`src/rtl/fft_spectrum_buf_pkg.sv`:
```
// rtl/fft_spectrum_buf_pkg.sv - shared sizing, FSM encoding and saturating abs helper
package fft_spectrum_buf_pkg;

  localparam int N_BINS  = 128;
  localparam int DW      = 16;
  localparam int SHIFT   = 4;
  localparam int MAX_LEN = 250;
  localparam int LEN_W   = 16;
  localparam int ADDR_W  = $clog2(N_BINS);
  localparam int IDX_W   = ADDR_W + 1;

  localparam logic [IDX_W-1:0] N_BINS_IDX = IDX_W'(N_BINS);
  localparam logic [DW:0]      MAX_LEN_M  = (DW+1)'(MAX_LEN);

  typedef enum logic [1:0] {
    S_IDLE = 2'd0,
    S_CAPT = 2'd1,
    S_WAIT = 2'd2
  } state_e;

  // The most negative input has no positive twin, so it clamps to the largest positive value.
  function automatic logic [DW-1:0] abs_sat(input logic [DW-1:0] x);
    logic [DW-1:0] neg;
    neg = ~x + DW'(1);
    if (x == {1'b1, {(DW-1){1'b0}}})
      abs_sat = {1'b0, {(DW-1){1'b1}}};
    else if (x[DW-1])
      abs_sat = neg;
    else
      abs_sat = x;
  endfunction

endpackage

```
`src/rtl/fft_mag_approx.sv`:
```
// rtl/fft_mag_approx.sv - 3-stage |re|,|im| -> max+min/2 -> shift/saturate bar height pipe
module fft_mag_approx
  import fft_spectrum_buf_pkg::*;
(
  input  logic             clk,
  input  logic             rst_n,
  input  logic             in_valid,
  input  logic             in_sop,
  input  logic             in_eop,
  input  logic [DW-1:0]    in_real,
  input  logic [DW-1:0]    in_imag,
  output logic             out_valid,
  output logic             out_sop,
  output logic             out_eop,
  output logic [LEN_W-1:0] out_len
);

  logic [2:0]       vld_q, vld_d;
  logic [2:0]       sop_q, sop_d;
  logic [2:0]       eop_q, eop_d;
  logic [DW-1:0]    a_q, a_d;
  logic [DW-1:0]    b_q, b_d;
  logic [DW:0]      m_q, m_d;
  logic [LEN_W-1:0] len_q, len_d;
  logic [DW-1:0]    mx, mn;
  logic [DW:0]      m_sh;

  always_comb begin
    vld_d = {vld_q[1:0], in_valid};
    sop_d = {sop_q[1:0], in_valid & in_sop};
    eop_d = {eop_q[1:0], in_valid & in_eop};
    a_d   = abs_sat(in_real);
    b_d   = abs_sat(in_imag);
    mx    = (a_q >= b_q) ? a_q : b_q;
    mn    = (a_q >= b_q) ? b_q : a_q;
    m_d   = {1'b0, mx} + ({1'b0, mn} >> 1);
    m_sh  = m_q >> SHIFT;
    len_d = (m_sh > MAX_LEN_M) ? LEN_W'(MAX_LEN) : m_sh[LEN_W-1:0];
  end

  always_ff @(posedge clk or negedge rst_n) begin
    if (!rst_n) begin
      vld_q <= '0;
      sop_q <= '0;
      eop_q <= '0;
      a_q   <= '0;
      b_q   <= '0;
      m_q   <= '0;
      len_q <= '0;
    end else begin
      vld_q <= vld_d;
      sop_q <= sop_d;
      eop_q <= eop_d;
      a_q   <= a_d;
      b_q   <= b_d;
      m_q   <= m_d;
      len_q <= len_d;
    end
  end

  assign out_valid = vld_q[2];
  assign out_sop   = sop_q[2];
  assign out_eop   = eop_q[2];
  assign out_len   = len_q;

endmodule

```
`src/rtl/fft_spectrum_buf.sv`:
```
// rtl/fft_spectrum_buf.sv - FFT bins to bar heights, ping-pong frame capture, tear-free display reads
module fft_spectrum_buf
  import fft_spectrum_buf_pkg::*;
(
  input  logic          lcd_clk,
  input  logic          sys_rst_n,
  input  logic          fft_valid,
  input  logic          fft_sop,
  input  logic          fft_eop,
  input  logic [DW-1:0] fft_real,
  input  logic [DW-1:0] fft_imag,
  output logic          fft_ready,
  input  logic [6:0]    line_cnt,
  input  logic          data_req,
  input  logic          wr_over,
  output logic [15:0]   line_length,
  output logic          swap_pulse,
  output logic          err_short
);

  state_e             state_q, state_d;
  logic [IDX_W-1:0]   idx_q, idx_d;
  logic               wr_bank_q, wr_bank_d;
  logic               rd_valid_q, rd_valid_d;
  logic               pend_q, pend_d;
  logic               swap_q, swap_d;
  logic               err_q, err_d;
  logic [LEN_W-1:0]   len_q, len_d;

  logic               p_valid, p_sop, p_eop;
  logic [LEN_W-1:0]   p_len;
  logic               we;
  logic [ADDR_W:0]    waddr;
  logic [ADDR_W:0]    rd_addr;
  logic               line_ok;
  logic [LEN_W-1:0]   mem [0:2*N_BINS-1];

  assign fft_ready = (state_q != S_WAIT);

  fft_mag_approx u_mag (
    .clk       (lcd_clk),
    .rst_n     (sys_rst_n),
    .in_valid  (fft_valid & fft_ready),
    .in_sop    (fft_sop),
    .in_eop    (fft_eop),
    .in_real   (fft_real),
    .in_imag   (fft_imag),
    .out_valid (p_valid),
    .out_sop   (p_sop),
    .out_eop   (p_eop),
    .out_len   (p_len)
  );

  always_comb begin
    state_d    = state_q;
    idx_d      = idx_q;
    wr_bank_d  = wr_bank_q;
    rd_valid_d = rd_valid_q;
    pend_d     = pend_q;
    swap_d     = 1'b0;
    err_d      = 1'b0;
    we         = 1'b0;
    waddr      = {wr_bank_q, idx_q[ADDR_W-1:0]};
    case (state_q)
      S_IDLE: begin
        if (wr_over) pend_d = 1'b1;
        if (p_valid && p_sop) begin
          we      = 1'b1;
          waddr   = {wr_bank_q, {ADDR_W{1'b0}}};
          idx_d   = IDX_W'(1);
          state_d = S_CAPT;
          if (p_eop) begin
            err_d   = 1'b1;
            state_d = S_IDLE;
          end
        end
      end
      S_CAPT: begin
        if (wr_over) pend_d = 1'b1;
        if (p_valid) begin
          if (p_sop) begin
            // A new sop abandons the partial frame and restarts at bin 0.
            we    = 1'b1;
            waddr = {wr_bank_q, {ADDR_W{1'b0}}};
            idx_d = IDX_W'(1);
            err_d = 1'b1;
            if (p_eop) state_d = S_IDLE;
          end else begin
            we    = (idx_q < N_BINS_IDX);
            idx_d = (idx_q < N_BINS_IDX) ? idx_q + IDX_W'(1) : idx_q;
            if (p_eop) begin
              if (idx_q + IDX_W'(1) >= N_BINS_IDX) begin
                state_d = S_WAIT;
              end else begin
                err_d   = 1'b1;
                state_d = S_IDLE;
              end
            end
          end
        end
      end
      S_WAIT: begin
        if (pend_q || wr_over) begin
          wr_bank_d  = ~wr_bank_q;
          rd_valid_d = 1'b1;
          pend_d     = 1'b0;
          swap_d     = 1'b1;
          state_d    = S_IDLE;
        end
      end
      default: state_d = S_IDLE;
    endcase
  end

  // Reads use the current wr_bank_q, so a swap in the same cycle still serves the old frame.
  always_comb begin
    line_ok = ({1'b0, line_cnt} < N_BINS_IDX);
    rd_addr = {~wr_bank_q, line_cnt};
    len_d   = len_q;
    if (data_req)
      len_d = (rd_valid_q && line_ok) ? mem[rd_addr] : '0;
  end

  always_ff @(posedge lcd_clk) begin
    if (we) mem[waddr] <= p_len;
  end

  always_ff @(posedge lcd_clk or negedge sys_rst_n) begin
    if (!sys_rst_n) begin
      state_q    <= S_IDLE;
      idx_q      <= '0;
      wr_bank_q  <= 1'b0;
      rd_valid_q <= 1'b0;
      pend_q     <= 1'b0;
      swap_q     <= 1'b0;
      err_q      <= 1'b0;
      len_q      <= '0;
    end else begin
      state_q    <= state_d;
      idx_q      <= idx_d;
      wr_bank_q  <= wr_bank_d;
      rd_valid_q <= rd_valid_d;
      pend_q     <= pend_d;
      swap_q     <= swap_d;
      err_q      <= err_d;
      len_q      <= len_d;
    end
  end

  assign line_length = len_q;
  assign swap_pulse  = swap_q;
  assign err_short   = err_q;

endmodule

```
`config.mk`:
```
export PLATFORM = sky130hd
export DESIGN_NAME = fft_spectrum_buf
export DESIGN_NICKNAME = d
export VERILOG_FILES = /design/src/rtl/fft_spectrum_buf_pkg.sv /design/src/rtl/fft_mag_approx.sv /design/src/rtl/fft_spectrum_buf.sv
export SDC_FILE = /design/constraint.sdc
export NUM_CORES = 2
export LEC_CHECK = 0
export CAP_MARGIN = 20
export CELL_PAD_IN_SITES_DETAIL_PLACEMENT = 0
export CELL_PAD_IN_SITES_GLOBAL_PLACEMENT = 1
export CORE_ASPECT_RATIO = 0.6
export CORE_MARGIN = 2
export CORE_UTILIZATION = 45
export DETAILED_ROUTE_END_ITERATION = 10
export PLACE_DENSITY = 0.71
export SLEW_MARGIN = 20
export SYNTH_ARGS = -nofsm -noshare
export SYNTH_HDL_FRONTEND = slang
export SYNTH_SLANG_ARGS = --single-unit
```
`constraint.sdc`:
```
create_clock -name lcd_clk -period 6.6 [get_ports lcd_clk]
set_input_delay 1.65 -clock lcd_clk [delete_from_list [all_inputs] [get_ports lcd_clk]]
set_output_delay 1.65 -clock lcd_clk [all_outputs]
set_load 0.01 [all_outputs]
```
# Yosys cells after proc, flatten, opt, wreduce, memory -nomap -nowiden
# Memories as Yosys holds them, arrays and structs flattened.
# Index checks and enable logic that the tools add are counted.
[word_totals]
ramBits = 4096
input_bits = 46
output_inout_bits = 19
regBits = 105
elab_cells = 95
memories = 1
[memory_table]
columns = ["memory", "words", "width", "read_ports", "rd_ports_with_merged_regs", "wr", "line_no", "text"]
rows = [
  ["mem", 256, 16, 1, 0, 1, "fft_spectrum_buf.sv:36", "logic [LEN_W-1:0] mem [0:2*N_BINS-1];"],
]
[op_classes]
n_eq_ne = 11
mux = 44
n_reduce_logical = 10
order_cmp = 4
n_addsub = 4
n_bitwise = 6
[ops]
columns = ["op", "count"]
rows = [
  ["16-bit two-way mux", 7],
  ["16-bit by 1-bit adder with 16-bit output, second input constant", 2],
  ["16-bit equality test, second input constant", 2],
  ["8-bit two-way mux", 4],
  ["16-bit NOT", 2],
  ["7-bit two-way mux", 3],
  ["16-bit by 15-bit adder with 17-bit output", 1],
  ["16-bit greater-or-equal comparator", 1],
  ["1-bit two-way mux", 16],
  ["8-bit one-hot mux with 2 select lines", 1],
  ["2-bit two-way mux", 7],
  ["7-bit one-hot mux with 2 select lines", 1],
  ["13-bit by 8-bit > comparator with 1-bit output, second input constant", 1],
  ["13-bit two-way mux", 1],
  ["8-bit by 1-bit adder with 8-bit output, second input constant", 1],
  ["8-bit greater-or-equal comparator, second input constant", 1],
  ["8-bit < comparator, second input constant", 1],
  ["4-bit AND reduction", 2],
  ["2-bit by 1-bit != test with 1-bit output, second input constant", 3],
  ["2-bit != test, second input constant", 3],
  ["1-bit one-hot mux with 2 select lines", 3],
  ["2-bit one-hot mux with 3 select lines", 1],
  ["2-bit nonzero test", 2],
  ["1-bit AND", 3],
  ["other kinds (10)", 10],
]

# Longest topological paths before layout
[logic_depth]
ltp_word = 7
depth_mapped = 18
mapped_depth_nobuf = 16

# By module
# A second synthesis with hierarchy kept.
[hier_totals]
hier_cells = 7615
area_unflattened_um2 = 162958.8
[by_module_without_submodules]
columns = ["module", "n_inst", "cells_each", "area_per_inst_um2", "seq_area_each_um2"]
rows = [
  ["fft_spectrum_buf", 1, 7215, 159117.6, 123773.7],
  ["fft_mag_approx", 1, 400, 3841.2, 1676.6],
]

# Least setup slack after synthesis
# OpenSTA, ideal clock, no wires.
[synth_timing]
path_kind = "input -> register"
startpoint = "in line_cnt[0]"
endpoint = "reg len_q[0] (netlist: line_length[0])"
stages = 10
n_path_buf = 5
setup_slack_ns = 2.280
required_time_ns = 6.468
arrival_time_ns = 4.188
setup_time_ns = 0.132
path_cell_list = "buf_2 > buf_6 > buf_4 > buf_2 > buf_2 > mux4_2 > mux4_2 > mux2_2 > a21oi_1 > nand4_1"
[synth_between]
elab_chain_cells = 2
[synth_rtl]
columns = ["element", "line_no", "text"]
rows = [
  ["start: declaration", "fft_spectrum_buf.sv:13", "input logic [6:0] line_cnt,"],
  ["memory read 256 x 16 bit", "-", ""],
  ["16-bit two-way mux", "fft_spectrum_buf.sv:121", "len_d = (rd_valid_q && line_ok) ? mem[rd_addr] : '0;"],
  ["end signal: assignment", "fft_spectrum_buf.sv:146", "len_q <= len_d;"],
  ["end: declaration", "fft_spectrum_buf.sv:28", "logic [LEN_W-1:0] len_q, len_d;"],
]
# No other way between the ends.
# A chain may end at the register's enable or synchronous reset.

# Worst setup path after layout
[layout_timing]
startpoint = "reg u_mag.a_q[14]"
endpoint = "reg u_mag.m_q[15]"
[layout_between]
elab_chain_cells = 3
word_cells_on_any_way = 4
classes_between = "1 x add/sub; 1 x order compare; 2 x mux"
[layout_rtl]
columns = ["element", "line_no", "text"]
rows = [
  ["start: declaration", "fft_mag_approx.sv:21", "logic [DW-1:0] a_q, a_d;"],
  ["start signal: assignment", "fft_mag_approx.sv:46", "a_q <= '0;"],
  ["start signal: assignment", "fft_mag_approx.sv:54", "a_q <= a_d;"],
  ["16-bit greater-or-equal comparator", "fft_mag_approx.sv:34, fft_mag_approx.sv:35", ""],
  ["16-bit two-way mux (on tied branches)", "fft_mag_approx.sv:34, fft_mag_approx.sv:35", ""],
  ["16-bit by 15-bit adder with 17-bit output (*)", "fft_mag_approx.sv:36", "m_d = {1'b0, mx} + ({1'b0, mn} >> 1);"],
  ["via u_mag.m_d[15]", "fft_mag_approx.sv:23", "logic [DW:0] m_q, m_d;"],
  ["end signal: assignment", "fft_mag_approx.sv:56", "m_q <= m_d;"],
  ["end: declaration", "fft_mag_approx.sv:23", ""],
]
# The timed path passes the listed nets; every way through them passes the cells marked *.

==> key figures <==
Clock network
  – Total number of H-tree levels: 5
  – CTS Hold Bufs: 0
  – Post_cts resized: 0
  – Setup bufs post-CTS: 0
  – Clk pin slew, worst setup/hold paths: 0.07 ns
  – Root Buffer: clkbuf_16
  – Deepest clock path buffer count: 4
  – CTS tree: done
  – Clock Sinks: 3,423
  – CTS buffer count: 305
  – Worst-Skew Late Latency: 0.91 ns

Yosys
  – Top cells by area, synth: edfxtp_1 75%, mux4_2 18%, dfrtp_1 1.8%
  – Asr flop ratio synth: 2.775%
  – Most used flip-flop cell after synthesis: edfxtp_1
  – Post-synth EDFFs: 3,328
  – Synthesized cell area: 132,600 sq um
  – Cell count after synthesis: 5,673
  – Post-synth top area share: 75.37%
  – Area leader, netlist: edfxtp_1
  – Synth unique cells: 52
  – Register bit total from synthesis: 3,423
  – Yosys warning count: 0
  – Mean Syn Cell Area: 23.37 sq um
  – Post-synthesis sequential area ratio: 77.17%

Worst setup path
  – WS Path Type: flop to flop
  – FF-to-FF Start: u_mag.a_q[14]
  – Crit start category: flop
  – Crit path arrival time: 5.85 ns
  – Launch point of the worst path: u_mag.a_q[14]
  – FF-to-FF setup slack: 1.52 ns
  – Worst Path Required: 7.37 ns
  – Slowest cell delay on critical path: 0.63 ns
  – Critical-path cell list: ha_1, nand4_1, nor3_1, a311o_1, or2_2, mux2_2, ha_1, a21o_1, a21o_1, a21oi_1, o21ai_0, a31oi_1, o22ai_1, a41oi_1
  – Worst r2r path cells: 14
  – FF-to-FF End: u_mag.m_q[15]
  – Crit-path slowest cell: or2_2
  – Worst Path Max Fanout: 43
  – Worst setup EP type: flop

Finish
  – Most frequent cells in the layout: 3,328 x edfxtp_1, 1,066 x mux4_2, 310 x clkbuf_16, 296 x buf_4, 227 x nor2_1
  – Share of layout cells above drive strength 1: 31.55%
  – Final Util: 51.13%
  – Leading cell type in the layout, fill and taps excluded: edfxtp_1
  – Final #Nets: 6,156
  – Fin area: 149,900 sq um
  – Area growth from synthesis to final layout: 13.09%

Power
  – Tot Pwr: 0.04569 W
  – Power density cells: 304.7 nW/um^2
  – Peak supply drop: 0.0001954 V
  – LEAKAGE: 44.28 nW

Place
  – Dpl cell area: 140,100 sq um
  – Dpl ws: 1.064 ns
  – DP HPWL: 203,300 um
  – Routability Congestion: 0.8267
  – Port Buffers: 61

STA
  – Relative slew slack: 15.20%
  – Clk_skew: 0.06543 ns
  – Final Slew Violations: 0
  – RSZ-0062 raised after global routing: false
  – Post-layout min period: 5.075 ns
  – Fin worst setup slack: 1.525 ns
  – Final hold vios: 0
  – Post-route setup TNS: 0 ns
  – Final Setup Violations: 0
  – Final Cycle Share: 76.90%
  – Worst Tran Pin Value: 1.272 ns
  – Peak Freq: 0.1970 GHz

Job
  – Max_cap viols: 0

Die
  – Starting Density: 45.21%
  – Die X: 704.8 um
  – # IOs: 65
  – Core ar.: 293,300 sq um
  – Die ar.: 299,100 sq um
  – Height of the die: 424.5 um
  – Row count: 154

Hold path
  – Hold path start: u_mag.vld_q[1]
  – Hold path depth: 0
  – Hold EP: u_mag.vld_q[2]
  – Hold WC Path Type: flop to flop

Routing
  – DR WL met3: 43,130 um
  – Avg Vias per Cell: 6.180
  – Final ANT Viol Nets: 0
  – Via Count: 63.15k
  – WL met2: 142,700 um
  – Average wire per standard cell: 33.18 um
  – Met1 WL: 146,600 um
  – Final WL: 339,000 um
  – DR pass1 iterations: 6
  – DR iter-0 viols: 10.04k
  – Uppermost routed layer: met5
  – # DRC: 0

Outcome
  – Status: complete, no violations

Global route
  – Global route overflow: 0
  – Antenna violations before repair: 23
  – GRT Total Usage: 22.48%
  – Largest net degree at the start of global routing: 197
  – Vias in the first global route: 61.00k
  – First-pass GRT wire length: 476,700 um
==> cell type report <==
cell class              count  area, sq um
diodes                     12        30.03
clock buffers             380         8090
clock inverters           157         1564
fillers                 22382       143300
inverters                  29        108.9
multi-input cells        1915        29120
flip-flops and latches   3423       102400
well taps                3900         4880
repair buffers            403         3791
==> cell usage after synthesis (2+ instances only) <==
cell and number:
edfxtp_1 3328, mux4_2 1066, nor2_1 307, clkbuf_1 171
nand2_1 109, dfrtp_1 95, buf_2 94, a21oi_1 48
o21ai_0 42, mux2_2 41, nand3_1 38, ha_1 33
inv_1 29, mux2i_1 27, buf_1 26, xor2_1 25
nand4_1 23, nand2b_1 22, nor3_1 13, a21boi_0 11
and3_1 11, buf_4 11, buf_6 11, nor2b_1 11
or3_1 10, a21o_1 7, xnor2_1 7, or2_2 6
and2_1 5, a31oi_1 4, o211ai_1 4, o22ai_1 4
nor4_1 3, o21a_1 3, o31ai_1 3, or4_1 3
a211oi_1 2, a22oi_1 2, a311o_1 2, a41oi_1 2
o311ai_0 2, o41ai_1 2
==> cells by family after synthesis <==
| kind of cell | count (synthesis) | share of synthesized area, % |
|---|---|---|
| AO/OA/AOI/OAI | 144 | 0.6634 |
| XOR/XNOR | 32 | 0.2114 |
| adder cells (fa/ha/maj) | 33 | 0.3114 |
| buffers and inverters | 342 | 1.150 |
| flip-flops | 3423 | 77.17 |
| multiplexers | 1134 | 18.66 |
| other | 1 | 0.002828 |
| AND/OR/NAND/NOR | 564 | 1.835 |
==> worst max path at each step <==
stage,end,slack [ns],cells past startpoint
4_1_cts,u_mag.m_q[15],1.61,14
3_5_place_dp,line_length[11],1.06,8
2_1_floorplan,line_length[0],2.28,10
5_1_grt,u_mag.m_q[15],1.22,14
6_report,u_mag.m_q[15],1.52,14
3_3_place_gp,line_length[11],1.07,8
==> registers in the layout, indices dropped and copies added, names as in the netlist, 2 cells and up <==
| signal | flops |
|---|---|
| idx_q | 8 |
| line_length | 13 |
| mem | 3328 |
| state_q | 2 |
| u_mag.a_q | 16 |
| u_mag.b_q | 16 |
| u_mag.eop_q | 3 |
| u_mag.m_q | 13 |
| u_mag.out_len | 13 |
| u_mag.sop_q | 3 |
| u_mag.vld_q | 3 |
==> worst max-delay path, delay by kind of cell (launching register included) <==
family	cells	cell delay [ns]
AOI/OAI and AO/OA	8	2.03
adders and majority gates	2	0.71
DFF	1	0.51
muxes	1	0.42
and+or+nand+nor	3	1.25
==> per-layer routing <==
metal / global-route usage (%) / up-vias
met5: 0 / -
met4: 4.355 / 2
met3: 6.490 / 373
met2: 30.71 / 3641
met1: 36.08 / 34227
li1: - / 24907
==> report_power, final <==
| group | internal [W] | total (W) | switching, W |
|---|---|---|---|
| combinational | 0.00100 | 0.00300 | 0.00200 |
| sequential | 0.0246 | 0.0250 | 0.000343 |
| clock | 0.00978 | 0.0177 | 0.00794 |
| total | 0.0354 | 0.0457 | 0.0103 |
==> stage by stage <==
stage	cells	hold slack, ns
2_1_floorplan	5680	0.3312
3_3_place_gp	9662	0.3357
3_5_place_dp	9663	0.3358
4_1_cts	10200	0.3512
5_1_grt	10214	0.3589
6_report	10219	0.3513
(Power assumes the default switching activity.)
